$ cat src/rtl/envelope_gen_pkg.sv
// Shared types and constants for the envelope generator and its gain consumers.
// No logic: states, gain width and unity gain.
// No flow control.
package envelope_gen_pkg;

  localparam int GAIN_W = 8;
  localparam logic [GAIN_W-1:0] UNITY_GAIN = 8'h80;

  typedef enum logic [2:0] {
    IDLE    = 3'd0,
    ATTACK  = 3'd1,
    DECAY   = 3'd2,
    SUSTAIN = 3'd3,
    RELEASE = 3'd4
  } env_state_t;

endpackage

$ cat src/rtl/envelope_gen_step_timer.sv
// Divides sample_tick by STEP_DIV to produce envelope step strobes.
// step is combinational from sample_tick and the current count (0 cycles).
// No backpressure; clear restarts the division from zero.
module envelope_gen_step_timer #(
  parameter int unsigned STEP_DIV = 16
) (
  input  logic clk,
  input  logic rst,
  input  logic sample_tick,
  input  logic clear,
  output logic step
);

  localparam logic [7:0] LAST = 8'(STEP_DIV - 1);

  logic [7:0] cnt;

  assign step = sample_tick && (cnt == LAST);

  // Count ticks 0..STEP_DIV-1; clear and reset force the count back to zero.
  always_ff @(posedge clk) begin
    if (rst || clear) begin
      cnt <= 8'd0;
    end else if (sample_tick) begin
      if (cnt == LAST) cnt <= 8'd0;
      else             cnt <= cnt + 8'd1;
    end
  end

endmodule

$ cat src/rtl/envelope_gen.sv
// ADSR gain envelope producing the Q1.7 multiple word for the dynamics block.
// Outputs registered; update on the edge that samples a step (1 cycle).
// No backpressure; note strobes take priority over and suppress a coincident step.
module envelope_gen
  import envelope_gen_pkg::*;
#(
  parameter int unsigned STEP_DIV      = 16,
  parameter int unsigned ATTACK_INC    = 16,
  parameter int unsigned DECAY_SHIFT   = 5,
  parameter logic [7:0]  SUSTAIN_LEVEL = 8'h20,
  parameter int unsigned RELEASE_SHIFT = 3
) (
  input  logic              clk,
  input  logic              rst,
  input  logic              sample_tick,
  input  logic              note_on,
  input  logic              note_off,
  output logic [GAIN_W-1:0] multiple,
  output logic              active,
  output logic [2:0]        env_state
);

  env_state_t state;
  logic       step;
  logic       off_accepted;
  logic       timer_clear;

  logic [GAIN_W:0]   att_sum;
  logic [GAIN_W-1:0] att_next;
  logic [GAIN_W-1:0] dec_raw;
  logic [GAIN_W-1:0] dec_amt;
  logic [GAIN_W-1:0] dec_next;
  logic [GAIN_W-1:0] rel_raw;
  logic [GAIN_W-1:0] rel_amt;
  logic [GAIN_W-1:0] rel_next;

  // note_off only matters while a note is sounding and not already releasing.
  assign off_accepted = note_off &&
                        (state == ATTACK || state == DECAY || state == SUSTAIN);
  assign timer_clear  = note_on || off_accepted;

  envelope_gen_step_timer #(
    .STEP_DIV(STEP_DIV)
  ) u_step_timer (
    .clk        (clk),
    .rst        (rst),
    .sample_tick(sample_tick),
    .clear      (timer_clear),
    .step       (step)
  );

  // Attack: 9-bit sum so the saturation to unity cannot wrap.
  assign att_sum  = {1'b0, multiple} + 9'(ATTACK_INC);
  assign att_next = (att_sum >= {1'b0, UNITY_GAIN}) ? UNITY_GAIN : att_sum[GAIN_W-1:0];

  // Decay/release: proportional decrement with a floor of one so the curve always moves.
  assign dec_raw  = multiple >> DECAY_SHIFT;
  assign dec_amt  = (dec_raw == '0) ? 8'd1 : dec_raw;
  assign dec_next = (multiple > dec_amt) ? (multiple - dec_amt) : 8'd0;

  assign rel_raw  = multiple >> RELEASE_SHIFT;
  assign rel_amt  = (rel_raw == '0) ? 8'd1 : rel_raw;
  assign rel_next = (multiple > rel_amt) ? (multiple - rel_amt) : 8'd0;

  assign env_state = state;

  // Envelope FSM: reset, then note events, then step-driven gain updates.
  always_ff @(posedge clk) begin
    if (rst) begin
      state    <= IDLE;
      multiple <= '0;
      active   <= 1'b0;
    end else if (note_on) begin
      // Attack resumes from the current gain to avoid an audible click.
      state  <= ATTACK;
      active <= 1'b1;
    end else if (off_accepted) begin
      state  <= RELEASE;
      active <= 1'b1;
    end else if (step) begin
      case (state)
        ATTACK: begin
          multiple <= att_next;
          if (att_next == UNITY_GAIN) state <= DECAY;
        end
        DECAY: begin
          if (dec_next <= SUSTAIN_LEVEL) begin
            multiple <= SUSTAIN_LEVEL;
            state    <= SUSTAIN;
          end else begin
            multiple <= dec_next;
          end
        end
        RELEASE: begin
          multiple <= rel_next;
          if (rel_next == '0) begin
            state  <= IDLE;
            active <= 1'b0;
          end
        end
        default: ;
      endcase
    end
  end

endmodule
$ cat config.mk
export PLATFORM = sky130hd
export DESIGN_NAME = envelope_gen
export DESIGN_NICKNAME = d
export VERILOG_FILES = /design/src/rtl/envelope_gen_pkg.sv /design/src/rtl/envelope_gen_step_timer.sv /design/src/rtl/envelope_gen.sv
export SDC_FILE = /design/constraint.sdc
export NUM_CORES = 1
export LEC_CHECK = 0
export CORE_MARGIN = 4
export CORE_UTILIZATION = 55
export CTS_CLUSTER_DIAMETER = 200
export DETAILED_ROUTE_END_ITERATION = 10
export PLACE_DENSITY = 0.83
export SLEW_MARGIN = 25
export SYNTH_ARGS = -nofsm -noshare
export SYNTH_HDL_FRONTEND = slang
export SYNTH_SLANG_ARGS = --single-unit
$ cat constraint.sdc
create_clock -name clk -period 3.9 [get_ports clk]
set_clock_uncertainty 0.1 [all_clocks]
set_input_delay 0.39 -clock clk [delete_from_list [all_inputs] [get_ports clk]]
set_output_delay 0.39 -clock clk [all_outputs]
set_load 0.1 [all_outputs]
# Word level (Yosys, flattened, before mapping)
# Index checks and enable logic that the tools add are counted.
# word_totals
register_bits	20
input_bits	5
wordCells	74
# classes
n_addsub	4
magnitude_cmp	4
n_eq_ne	15
n_mux	20
bitwise_logic	2
reduce_logical	23
# ops
cell	n
two-way mux 8 bit	5
logical NOT 8 bit	3
case mux 8 bit (3 select lines)	1
two-way mux 3 bit	6
AND reduction 5 bit	3
nonzero test 3 bit	4
adder 8 x 5 -> 9 bit, second input constant	1
>= comparator 9 x 8 -> 1 bit, second input constant	1
case mux 3 bit (3 select lines)	1
adder 8 x 1 -> 8 bit, second input constant	1
== test 8 x 4 -> 1 bit, second input constant	1
== test 8 bit, second input constant	1
greater-than comparator 8 x 3 -> 1 bit	1
greater-than comparator 8 x 5 -> 1 bit	1
less-or-equal comparator 8 x 6 -> 1 bit, second input constant	1
inequality test 4 x 3 -> 1 bit, second input constant	2
subtractor 8 x 3 -> 8 bit	1
subtractor 8 x 5 -> 8 bit	1
== test 3 x 2 -> 1 bit, second input constant	2
two-way mux 1 bit	6
inequality test 3 x 2 -> 1 bit, second input constant	2
two-way mux 5 bit	1
nonzero test 5 bit	1
logical OR 1 bit	4
14 further kinds	17

# Longest topological paths before layout
# Gate-level depths: netlist (run 1).
# depth
ltp_word	10
ltp_mapped	13
depth_no_buf	12

# Cells and area by module
# A second synthesis (run 1) with hierarchy kept.
# hier_totals
hier_cells	244
area_unflattened_um2	1878.1
# modules_own_cells
module	instances	cells_per_inst	area_each_um2	seq_area_each_um2
envelope_gen	1	203	1512.7	240.2
envelope_gen_step_timer	1	41	365.4	160.2

# Worst setup path after synthesis (run 1)
# OpenSTA, ideal clock, no wires.
# synth_path
path_type	reg2reg
start	register multiple[6]
end	register state[0] (netlist: env_state[0])
arrival_time_ns	3.555
setup_slack_ns	0.128
stages_incl_launch_ff	13
path_buffers	1
synth_period_minus_slack_ns	3.772
cell_sequence	dfxtp_1 clkbuf_1 nor2_1 a31o_2 ha_1 fa_1 and4b_1 a2111oi_1 a211oi_2 a22oi_1 o21ai_1 o31ai_1 a32o_2
# synth_between
elab_chain_cells	7
word_cells_on_any_way	20
classes_between	3 x add/sub; 4 x order compare; 4 x eq/ne; 5 x mux; 4 x reduce/logical
# synth_lines
item	line_no	source
start: declaration	envelope_gen.sv:18	output logic [GAIN_W-1:0] multiple,
start signal: assignment	envelope_gen.sv:83	multiple <= att_next;
start signal: assignment	envelope_gen.sv:91	multiple <= dec_next;
start signal: assignment	envelope_gen.sv:95	multiple <= rel_next;
logical NOT 8 bit (on tied branches)	envelope_gen.sv:58, envelope_gen.sv:62	
two-way mux 3 bit or two-way mux 5 bit (tied branches)	envelope_gen.sv:58, envelope_gen.sv:62	
subtractor 8 x 3 -> 8 bit, or another cell as far along	envelope_gen.sv:59	assign dec_next = (multiple > dec_amt) ? (multiple - dec_amt) : 8'd0;
two-way mux 8 bit (on tied branches)	envelope_gen.sv:59, envelope_gen.sv:63	
less-or-equal comparator 8 x 6 -> 1 bit or logical NOT 8 bit (tied branches)	envelope_gen.sv:87, envelope_gen.sv:96	
inequality test 4 x 3 -> 1 bit (no source line) or inequality test 4 bit (tied branches)	n/a	
AND reduction 5 bit (no source line) (*)	n/a	
end signal: assignment	envelope_gen.sv:84	if (att_next == UNITY_GAIN) state <= DECAY;
end signal: assignment	envelope_gen.sv:89	state <= SUSTAIN;
end signal: assignment	envelope_gen.sv:97	state <= IDLE;
end: declaration	envelope_gen.sv:23	env_state_t state;
# Mark *: on every way between the ends. The rest lies on a longest branch, timed or not.
# A chain may end at the register's enable or synchronous reset.

# Worst setup path after layout (run 1)
# layout_path
start	register multiple[4]
end	register state[2] (netlist: env_state[2])
# layout_between
elab_chain_cells	7
word_cells_on_any_way	18
classes_between	3 x add/sub; 4 x order compare; 4 x eq/ne; 4 x mux; 3 x reduce/logical
# layout_lines
item	line_no	source
parallel branches: the longest is 6 deep, another holds adder 8 x 5 -> 9 bit	n/a	
AND reduction 5 bit (no source line) (*)	n/a	
end signal: assignment	envelope_gen.sv:70	state <= IDLE;
end signal: assignment	envelope_gen.sv:75	state <= ATTACK;
end signal: assignment	envelope_gen.sv:97	
# Every way passes the cells marked *.

==> metrics.txt, run 1 <==
Critical Path Slowest Stage Cell=dfxtp_1; max frequency=281 MHz; Clock Latency Late Sink=about 0.30 ns; Clk pwr share=0.406; count of final hold-check violations=0; Critical Path Start Type=register; critical path data arrival time=3.67 ns; hold_buf cts=0; vias in the first global route=about 1500; synthesis-to-finish area growth=14.6%; CTS root buf=clkbuf_4; min-delay worst type=register to register; worst hold slack=about 0.44 ns; CTS Buf Count=3; Slew @ Worst Pin=slightly below 1 ns; max-slew violation count=0; largest net degree at the start of global routing=14; core box area=between 0.003 and 0.004 mm2; outcome=completed; crit path kind=register to register; Internal=0.323 mW; die width=around 65 um; Initial Util=0.576; First-pass DRT Iterations=4; Post-synth EDFFs=0; total power=0.415 mW; Finish-stage setup viols=0; CTS resizes=0; Mean Syn Cell Area=7.89 um2; top cell type by total area after synthesis=dfxtp_1; global-route wire length before repair=7380 um; GRT overflow=0; top cells by count, synth=nor2_1 (24), nand2_1 (21), dfxtp_1 (20), a21oi_1 (14), inv_1 (14); Data required, critical path=around 4 ns; RSZ-0062 raised after global routing=false; YS warnings=0; vias=~1700; Place WS=approximately 0.38 ns; sequential fraction of the synthesis area=0.228; Leak=0.794 nW; Logic pwr share=0.089; die footprint=0.00417 mm2; period utilisation layout=0.912; crit-path leading delay family=compound AO/OA/AOI/OAI gates; Diodes inserted=0; Post-Route Utilization=0.660; setup_tns=0 ns; Yosys top cell area share=0.228; Sink Count=20; GRT Total Usage=0.220; Placement Cell Area=about 0.0020 mm2; multi-input logic area=around 0.0013 mm2; Cell Pwr Density=between 200 and 250 mW/mm2; max-cap violations=0; top-count cell post-synth=nor2_1; Total Wirelength=between 4000 and 5000 um; Sw Share=0.221; maximum vdd ir drop=about 0.16 mV; Slew HR=0.346; I/O Pins=17; FILL cells=between 200 and 300; Die Y=between 60 and 70 um; Cell Rows=20; critical-path cell list=inv_1, a31o_2, ha_1, fa_1, and4b_1, a2111oi_1, a211oi_2, a22oi_1, o21ai_1, o21ai_0, a211oi_1; final worst setup slack=about 0.34 ns; share of cells above drive strength 1=0.0795; CTS H-tree depth=1; initial antenna violation count=0; switching power=0.0915 mW; 1st-iter DRT viols=roughly 100; post-synthesis cell count=between 200 and 250; syn nets=approximately 240; Final HPWL DP=between 3000 and 4000 um; synth unique cells=55; Final nets=around 260; largest cells by area after synthesis=dfxtp_1 (23%), ha_1 (8.5%), nor2_1 (5.1%); final std cells w/o fill=roughly 280; Finished Cell Area=between 0.002 and 0.0025 mm2; Reg area=~400 um2; Critical path buffers and inverters=1; # DRC=0; CTS Buffer Depth=2; Main synth FF type=dfxtp_1; GP Congestion=around 0.98; PortBufs=16; sequential share of power=0.504; CP endpoint kind=register; Placed Instances=roughly 280; Mapped Area=around 0.0018 mm2; via/cell ratio=6.11; CTS tree=built; WL per Instance=15.0 um; clk slew on worst S/H paths=between 0.1 and 0.15 ns; Post-CTS Setup Bufs=0; flops & latches, synth=20; Worst Path Max Fanout=9; Final min period=about 3.6 ns; Critical Path Max Stage Delay=~0.64 ns; Async S/R FF share, synth=0; Post-DRT Antenna Nets=0
[path summary, 6_finish.rpt]
| check | slack [ns] | startpoint | depth (start not counted) | to |
|---|---|---|---|---|
| max | 0.34 | multiple[4]$_SDFFE_PP0P_ | 11 | env_state[2]$_SDFFE_PP0P_ |
| min | 0.44 | active$_SDFFE_PP0P_ | 3 | active$_SDFFE_PP0P_ |
| max reg2reg | 0.34 | multiple[4]$_SDFFE_PP0P_ | 11 | env_state[2]$_SDFFE_PP0P_ |
| min reg2reg | 0.44 | active$_SDFFE_PP0P_ | 3 | active$_SDFFE_PP0P_ |
[layout by cell type (no fill, tap or decap), drive strengths merged, types with 2 or more instances in the layout]
cell type	n
nor2	25
nand2	21
dfxtp	20
clkdlybuf4s50	16
inv	14
a21oi	14
ha	12
o21ai	12
a211oi	10
xnor2	8
xor2	8
nor2b	6
nand3	5
or2	5
mux2i	4
nor3b	4
a21o	4
nor3	3
a31oi	3
clkbuf	3
and2	3
a31o	2
nand4	2
or3	2
nor4	2
o211ai	2
a221oi	2
o31a	2
o211a	2
a41oi	2
fa	2
a2111oi	2
[layer usage]
layer	vias up	GRT usage	part of all wire
met5	-	0	0
met4	0	0.0607	0.017
met3	11	0.0520	0.082
met2	78	0.329	0.45
met1	780	0.314	0.45
li1	860	-	-
[registers in the layout, summed over array words and instances, names as in the netlist]
signal	cells
multiple	8
active	1
env_state	3
u_step_timer.cnt	8
[power groups by stage]
stage | Combinational (mW) | Clock [mW] | Sequential [mW]
2_1_floorplan | 0.0133 | 0 | 0.225
3_5_place_dp | 0.0371 | 0 | 0.214
4_1_cts | 0.0372 | 0.172 | 0.209
3_3_place_gp | 0.0368 | 0 | 0.214
5_1_grt | 0.0403 | 0.183 | 0.210
6_report | 0.0369 | 0.168 | 0.209
[kinds of logic (layout without fill, tap and decap cells)]
| group | after synthesis | in the layout | share of synthesized area |
|---|---|---|---|
| DFF | 20 | 20 | 0.228 |
| xor gates and xnor gates | 16 | 16 | 0.0797 |
| buffers and inverters | 19 | 35 | 0.0405 |
| and+or+nand+nor | 84 | 84 | 0.245 |
| AOI/OAI and AO/OA | 66 | 66 | 0.276 |
| adders and majority gates | 14 | 14 | 0.108 |
| muxes | 4 | 4 | 0.0228 |
[worst register-to-register path: cells and delay by family (launching register included)]
kind / cells / cell delay (ns)
AO/OA/AOI/OAI: 7 / 1.59
adder cells (fa/ha/maj): 2 / 0.64
buffers and inverters: 1 / 0.22
flip-flops: 1 / 0.64
AND/OR/NAND/NOR: 1 / 0.31
[cell type report]
cell class | count | share of cell area
Inverter | 14 | 0.0261
Multi-Input combinational cell | 184 | 0.639
Sequential cell | 20 | 0.199
Tap cell | 44 | 0.0273
Clock inverter | 1 | 0.0149
Timing Repair Buffer | 17 | 0.0832
Clock buffer | 3 | 0.0112
No activity file was read; power rests on OpenSTA's default activity.
==> run 2: changes to the inputs <==
--- a/config.mk
+++ b/config.mk
@@ -10,7 +10,6 @@
 export CTS_CLUSTER_DIAMETER = 200
 export DETAILED_ROUTE_END_ITERATION = 10
 export PLACE_DENSITY = 0.83
-export SLEW_MARGIN = 25
 export SYNTH_ARGS = -nofsm -noshare
 export SYNTH_HDL_FRONTEND = slang
 export SYNTH_SLANG_ARGS = --single-unit
==> results of run 2 <==
Final layout, timing and power as in run 1 (identical DEF).
==> RTL change 1, RTL diff (flow settings as in run 2) <==
Register the inputs `sample_tick`, `note_on` and `note_off` before use, with the module's reset. The logic sees them one clock later. Comments in the files are not updated.
--- a/src/rtl/envelope_gen.sv
+++ b/src/rtl/envelope_gen.sv
@@ -22,2 +22,18 @@
 
+  logic sample_tick_q;
+  logic note_on_q;
+  logic note_off_q;
+
+  always_ff @(posedge clk) begin
+    if (rst) begin
+      sample_tick_q <= '0;
+      note_on_q     <= '0;
+      note_off_q    <= '0;
+    end else begin
+      sample_tick_q <= sample_tick;
+      note_on_q     <= note_on;
+      note_off_q    <= note_off;
+    end
+  end
+
   env_state_t state;
@@ -37,5 +53,5 @@
   // note_off only matters while a note is sounding and not already releasing.
-  assign off_accepted = note_off &&
+  assign off_accepted = note_off_q &&
                         (state == ATTACK || state == DECAY || state == SUSTAIN);
-  assign timer_clear  = note_on || off_accepted;
+  assign timer_clear  = note_on_q || off_accepted;
 
@@ -46,3 +62,3 @@
     .rst        (rst),
-    .sample_tick(sample_tick),
+    .sample_tick(sample_tick_q),
     .clear      (timer_clear),
@@ -72,3 +88,3 @@
       active   <= 1'b0;
-    end else if (note_on) begin
+    end else if (note_on_q) begin
       // Attack resumes from the current gain to avoid an audible click.
Check against the original RTL: not equivalent (Yosys sat finds a counterexample within 4 cycles, from zero or initial values and one cycle with rst high).
==> RTL change 1 against run 2 <==
- via count shrank 1.4%
- power is 4.2% lower
- core utilization fell by 1.0 points
- sequential cell count increased by 3
- setup slack improved by 0.13 ns
- routed wire length up 2.7%
- combinational power grew 7.0%
- synthesized area is 5.1% higher
- non-clock buffer count up 1
- design area increased by 0.87%
- maximum frequency is 3.9% higher
- critical path type unchanged
- highest routed layer unchanged
==> RTL change 1: results (changes against run 2) <==
{
  "wl_met3": {"value": 262, "unit": "um", "change": "-24%"},
  "via_count_of_the_first_global_routing_pass": {"value": 1628, "change": "+5.2%"},
  "worst-r2r-setup-slack": {"value": 0.48, "unit": "ns", "change": "+0.13 ns"},
  "timing.hold.ws": {"value": 0.383, "unit": "ns", "change": "-0.0527 ns"},
  "crit_end": {"value": "env_state[0]"},
  "met2RoutedLength": {"value": 2040, "unit": "um", "change": "+7.0%"},
  "regToRegStartpoint": {"value": "multiple[5]"},
  "global_route_wire_length_before_repair": {"value": 7690, "unit": "um", "change": "+4.2%"},
  "place_area": {"value": 2010, "unit": "um2", "change": "+2.2%"},
  "timing.hold.worst_path_depth": {"value": 2, "change": "-1"},
  "filler_cell_count": {"value": 276, "change": "+5.7%"},
  "post_route_cells_drive_above_1_share": {"value": 9.75, "unit": "%", "change": "+1.8 points"},
  "final_total_pwr": {"value": 397, "unit": "uW", "change": "-4.2%"},
  "synth_sequential_area_ratio": {"value": 24.9, "unit": "%", "change": "+2.1 points"},
  "synth_top_cells_by_count": {"value": "nor2_1 (27), dfxtp_1 (23), nand2_1 (14), ha_1 (12), inv_1 (10)"},
  "ir_drop": {"value": 143, "unit": "uV", "change": "-9.9%"},
  "grtUsageMet3": {"value": 6.12, "unit": "%", "change": "+0.92 points"},
  "pg_seq": {"value": 244, "unit": "uW", "change": "+17%"},
  "routed_wirelength": {"value": 4360, "unit": "um", "change": "+2.7%"},
  "post_synth.cell_area_avg": {"value": 8.29, "unit": "um2", "change": "+5.1%"},
  "synthTopCellsByArea": {"value": "dfxtp_1 (25%), ha_1 (8.1%), nor2_1 (5.5%), nand2_1 (2.8%), xor2_1 (2.8%)"},
  "timing.reg2reg.worst_path_depth": {"value": 12, "change": "+1"},
  "power.leakage": {"value": 0.724, "unit": "nW", "change": "-8.8%"},
  "post-dp-hpwl": {"value": 3400, "unit": "um", "change": "+1.3%"},
  "setup_crit_start": {"value": "multiple[5]"},
  "switching_power_total": {"value": 105, "unit": "uW", "change": "+15%"},
  "status": {"value": "finished, final reports clean"},
  "postLayoutSetupSlackWorst": {"value": 0.476, "unit": "ns", "change": "+0.134 ns"},
  "global_route.usage.met2": {"value": 35.2, "unit": "%", "change": "+2.3 points"},
  "routedLengthMet1": {"value": 1970, "unit": "um", "change": "+3.0%"},
  "tightest_slew": {"value": 0.974, "unit": "ns", "change": "-0.00464 ns"},
  "cp.arrival": {"value": 3.56, "unit": "ns", "change": "-0.11 ns"},
  "worstPathMaxFanout": {"value": 13, "change": "+4"},
  "areaGrowthSynthToFinish": {"value": 9.95, "unit": "%"}
}
-- RTL change 1: critical path, stage by stage, from the launching register on --
cell       delay, ns
dfxtp_1         0.58
inv_1           0.18
o21ai_0         0.11
ha_1            0.20
inv_1           0.06
fa_1            0.42
a211oi_2        0.32
nand2_1         0.12
a2111oi_1       0.42
or3_4           0.21
a21oi_4         0.08
a311o_1         0.31
a221oi_2        0.22
-- RTL change 1: cell type report --
type	instances	share of cell area, %
well taps	44	2.71
flip-flops and latches	23	22.6
multi-input cells	181	62.8
clock inverters	1	0.246
clock buffers	3	1.11
inverters	10	1.85
repair buffers	18	8.62
-- RTL change 1: kinds of logic (layout without fill, tap and decap cells) --
family / count (synthesis) / count (layout) / synth area share (%)
AND/OR/NAND/NOR: 92 / 92 / 26.5
AO/OA/AOI/OAI: 60 / 60 / 24.6
flip-flops: 23 / 23 / 24.9
buffers and inverters: 19 / 32 / 6.02
adder cells (fa/ha/maj): 14 / 14 / 10.3
XOR/XNOR: 12 / 12 / 6.09
multiplexers: 3 / 3 / 1.69
==> RTL change 2, RTL diff (settings of run 2) <==
Without the edit above. Change the package constant `GAIN_W` from 8 to 12.
--- a/src/rtl/envelope_gen_pkg.sv
+++ b/src/rtl/envelope_gen_pkg.sv
@@ -5,3 +5,3 @@
 
-  localparam int GAIN_W = 8;
+  localparam int GAIN_W = 12;
   localparam logic [GAIN_W-1:0] UNITY_GAIN = 8'h80;
Ports: changed (resized multiple); port bits go from 17 to 21. No check against the original RTL was run, so the function may have changed too.
==> RTL change 2 against run 2 <==
- maximum frequency fell by 3.3%
- synthesized area rose by 48%
- sequential cell count rose by 4
- via count rose by 58%
- highest routed layer unchanged
- design area rose by 44%
- routed wire length rose by 77%
- setup slack got worse by 0.12 ns
- combinational power rose by 2%
- power rose by 21%
==> RTL change 2: results (changes against run 2) <==
{
  "worst_path_largest_cell_delay": {"value": 0.41, "unit": "ns", "change": "-0.23 ns"},
  "post_route_cells_drive_above_1_share": {"value": 10.9, "unit": "%", "change": "+3.0 points"},
  "synth_sequential_area_ratio": {"value": 18.5, "unit": "%", "change": "-4.2 points"},
  "total_number_of_vias": {"value": 2726, "change": "+58%"},
  "portBuffers": {"value": 20, "change": "+4"},
  "syn_nets": {"value": 360, "change": "+49%"},
  "max_slew_margin": {"value": 34.0, "unit": "%", "change": "-0.58 points"},
  "antenna_violations_before_repair": {"value": 0, "change": "unchanged"},
  "ir_drop": {"value": 244, "unit": "uV", "change": "+54%"},
  "wire_per_inst": {"value": 18.8, "unit": "um", "change": "+25%"},
  "synthTopCellsByArea": {"value": "dfxtp_1 (19%), ha_1 (9.2%), a21oi_1 (5.0%), nor2_1 (4.1%), xnor2_1 (3.7%)"},
  "clk_root_buffer_cell": {"value": "clkbuf_8"},
  "finish.cell_count_without_fillers": {"value": 400, "change": "+41%"},
  "power.group.top": {"value": "registers"},
  "place.gp.congestion": {"value": 1.04, "change": "+6.4%"},
  "pg_clk": {"value": 217, "unit": "uW", "change": "+29%"},
  "detail_route.iter0.violations": {"value": 210, "change": "+110%"},
  "post_synth.cell_area_avg": {"value": 7.77, "unit": "um2", "change": "-1.5%"},
  "number_of_nets_in_the_layout": {"value": 375, "change": "+45%"},
  "grt_start_max_net_pins": {"value": 18, "change": "+4"},
  "internal_power": {"value": 395, "unit": "uW", "change": "+22%"},
  "track_usage": {"value": 25.0, "unit": "%", "change": "+3.0 points"},
  "status": {"value": "finished, final reports clean"},
  "via_count_of_the_first_global_routing_pass": {"value": 2512, "change": "+62%"},
  "global_route_wire_length_before_repair": {"value": 12100, "unit": "um", "change": "+64%"},
  "post-dp-hpwl": {"value": 5850, "unit": "um", "change": "+74%"},
  "worstSkewPairLatency": {"value": 0.27, "unit": "ns", "change": "-0.03 ns"},
  "pg_seq": {"value": 248, "unit": "uW", "change": "+19%"},
  "dp_slack": {"value": 0.219, "unit": "ns", "change": "-0.163 ns"},
  "synth_top_cells_by_count": {"value": "nor2_1 (28), a21oi_1 (26), dfxtp_1 (24), inv_1 (23), ha_1 (19)"},
  "filler_cell_count": {"value": 352, "change": "+35%"},
  "cp.arrival": {"value": 3.74, "unit": "ns", "change": "+0.07 ns"},
  "power.leakage": {"value": 1.12, "unit": "nW", "change": "+41%"},
  "drt-pass1-iter-count": {"value": 5, "change": "+1"},
  "largest_register_ffs": {"value": 12},
  "sequential_power_share": {"value": 49.4, "unit": "%", "change": "-1.0 points"},
  "ys.warnings.count": {"value": 0, "change": "unchanged"},
  "worstPathMaxFanout": {"value": 11, "change": "+2"},
  "clkTransAtPathRegs": {"value": 0.08, "unit": "ns", "change": "-0.03 ns"},
  "place_area": {"value": 2820, "unit": "um2", "change": "+44%"},
  "synth.lib_cells_used.distinct": {"value": 71, "change": "+29%"},
  "cpMaxStageDelayCell": {"value": "fa_1"}
}
## RTL change 2: cell count changes in the layout (fill, tap and decap cells not counted), moves of 8 or more
cell / delta
inv_1: +9
buf_4: +8
a21oi_1: +12
nor3_1: +10
## RTL change 2: area by class of cell
type                    instances  area [um2]  area share (%)
clock inverters                 1        30.0            1.04
clock buffers                   3        41.3            1.42
repair buffers                 29         268            9.23
flip-flops and latches         24         495            17.1
multi-input cells             267        1910            65.9
well taps                      52        65.1            2.24
inverters                      24        90.1            3.11
## RTL change 2: path summary, 6_finish.rpt
check	startpoint	end	slack (ns)	cells past startpoint
max	multiple[9]	env_state[0]	0.22	14
min	active	active	0.40	2
min reg2reg	active	active	0.40	2
max reg2reg	multiple[9]	env_state[0]	0.22	14
## RTL change 2: logic make-up (layout without fill, tap and decap cells)
logic type / Yosys count / in the layout / share of synthesized area [%]
AO/OA/AOI/OAI: 114 / 114 / 31.8
XOR/XNOR: 17 / 17 / 5.74
adder cells (fa/ha/maj): 21 / 21 / 10.7
buffers and inverters: 43 / 57 / 8.29
flip-flops: 24 / 24 / 18.5
multiplexers: 3 / 3 / 1.25
AND/OR/NAND/NOR: 112 / 112 / 23.7
## RTL change 2: per-layer routing
metal	wire, um	GRT usage (%)	part of all wire (%)	vias up
met4	172	7.43	2.3	0
met5	0	0	0	-
met3	670	5.74	8.9	20
met1	3360	33.9	45	1290
li1	-	-	-	1285
met2	3300	39.4	44	131
## RTL change 2: worst reg2reg max path, stage by stage, from the launching register on
cell and delay [ns]:
dfxtp_4 0.40, nor3_2 0.20, nand2_1 0.07, nand2_1 0.07, ha_1 0.16, inv_1 0.06, fa_1 0.41, a211o_1 0.36
a211oi_1 0.29, o21ai_1 0.12, xnor2_1 0.19, nor4_4 0.36, a41oi_4 0.16, o31ai_2 0.29, mux2_1 0.34
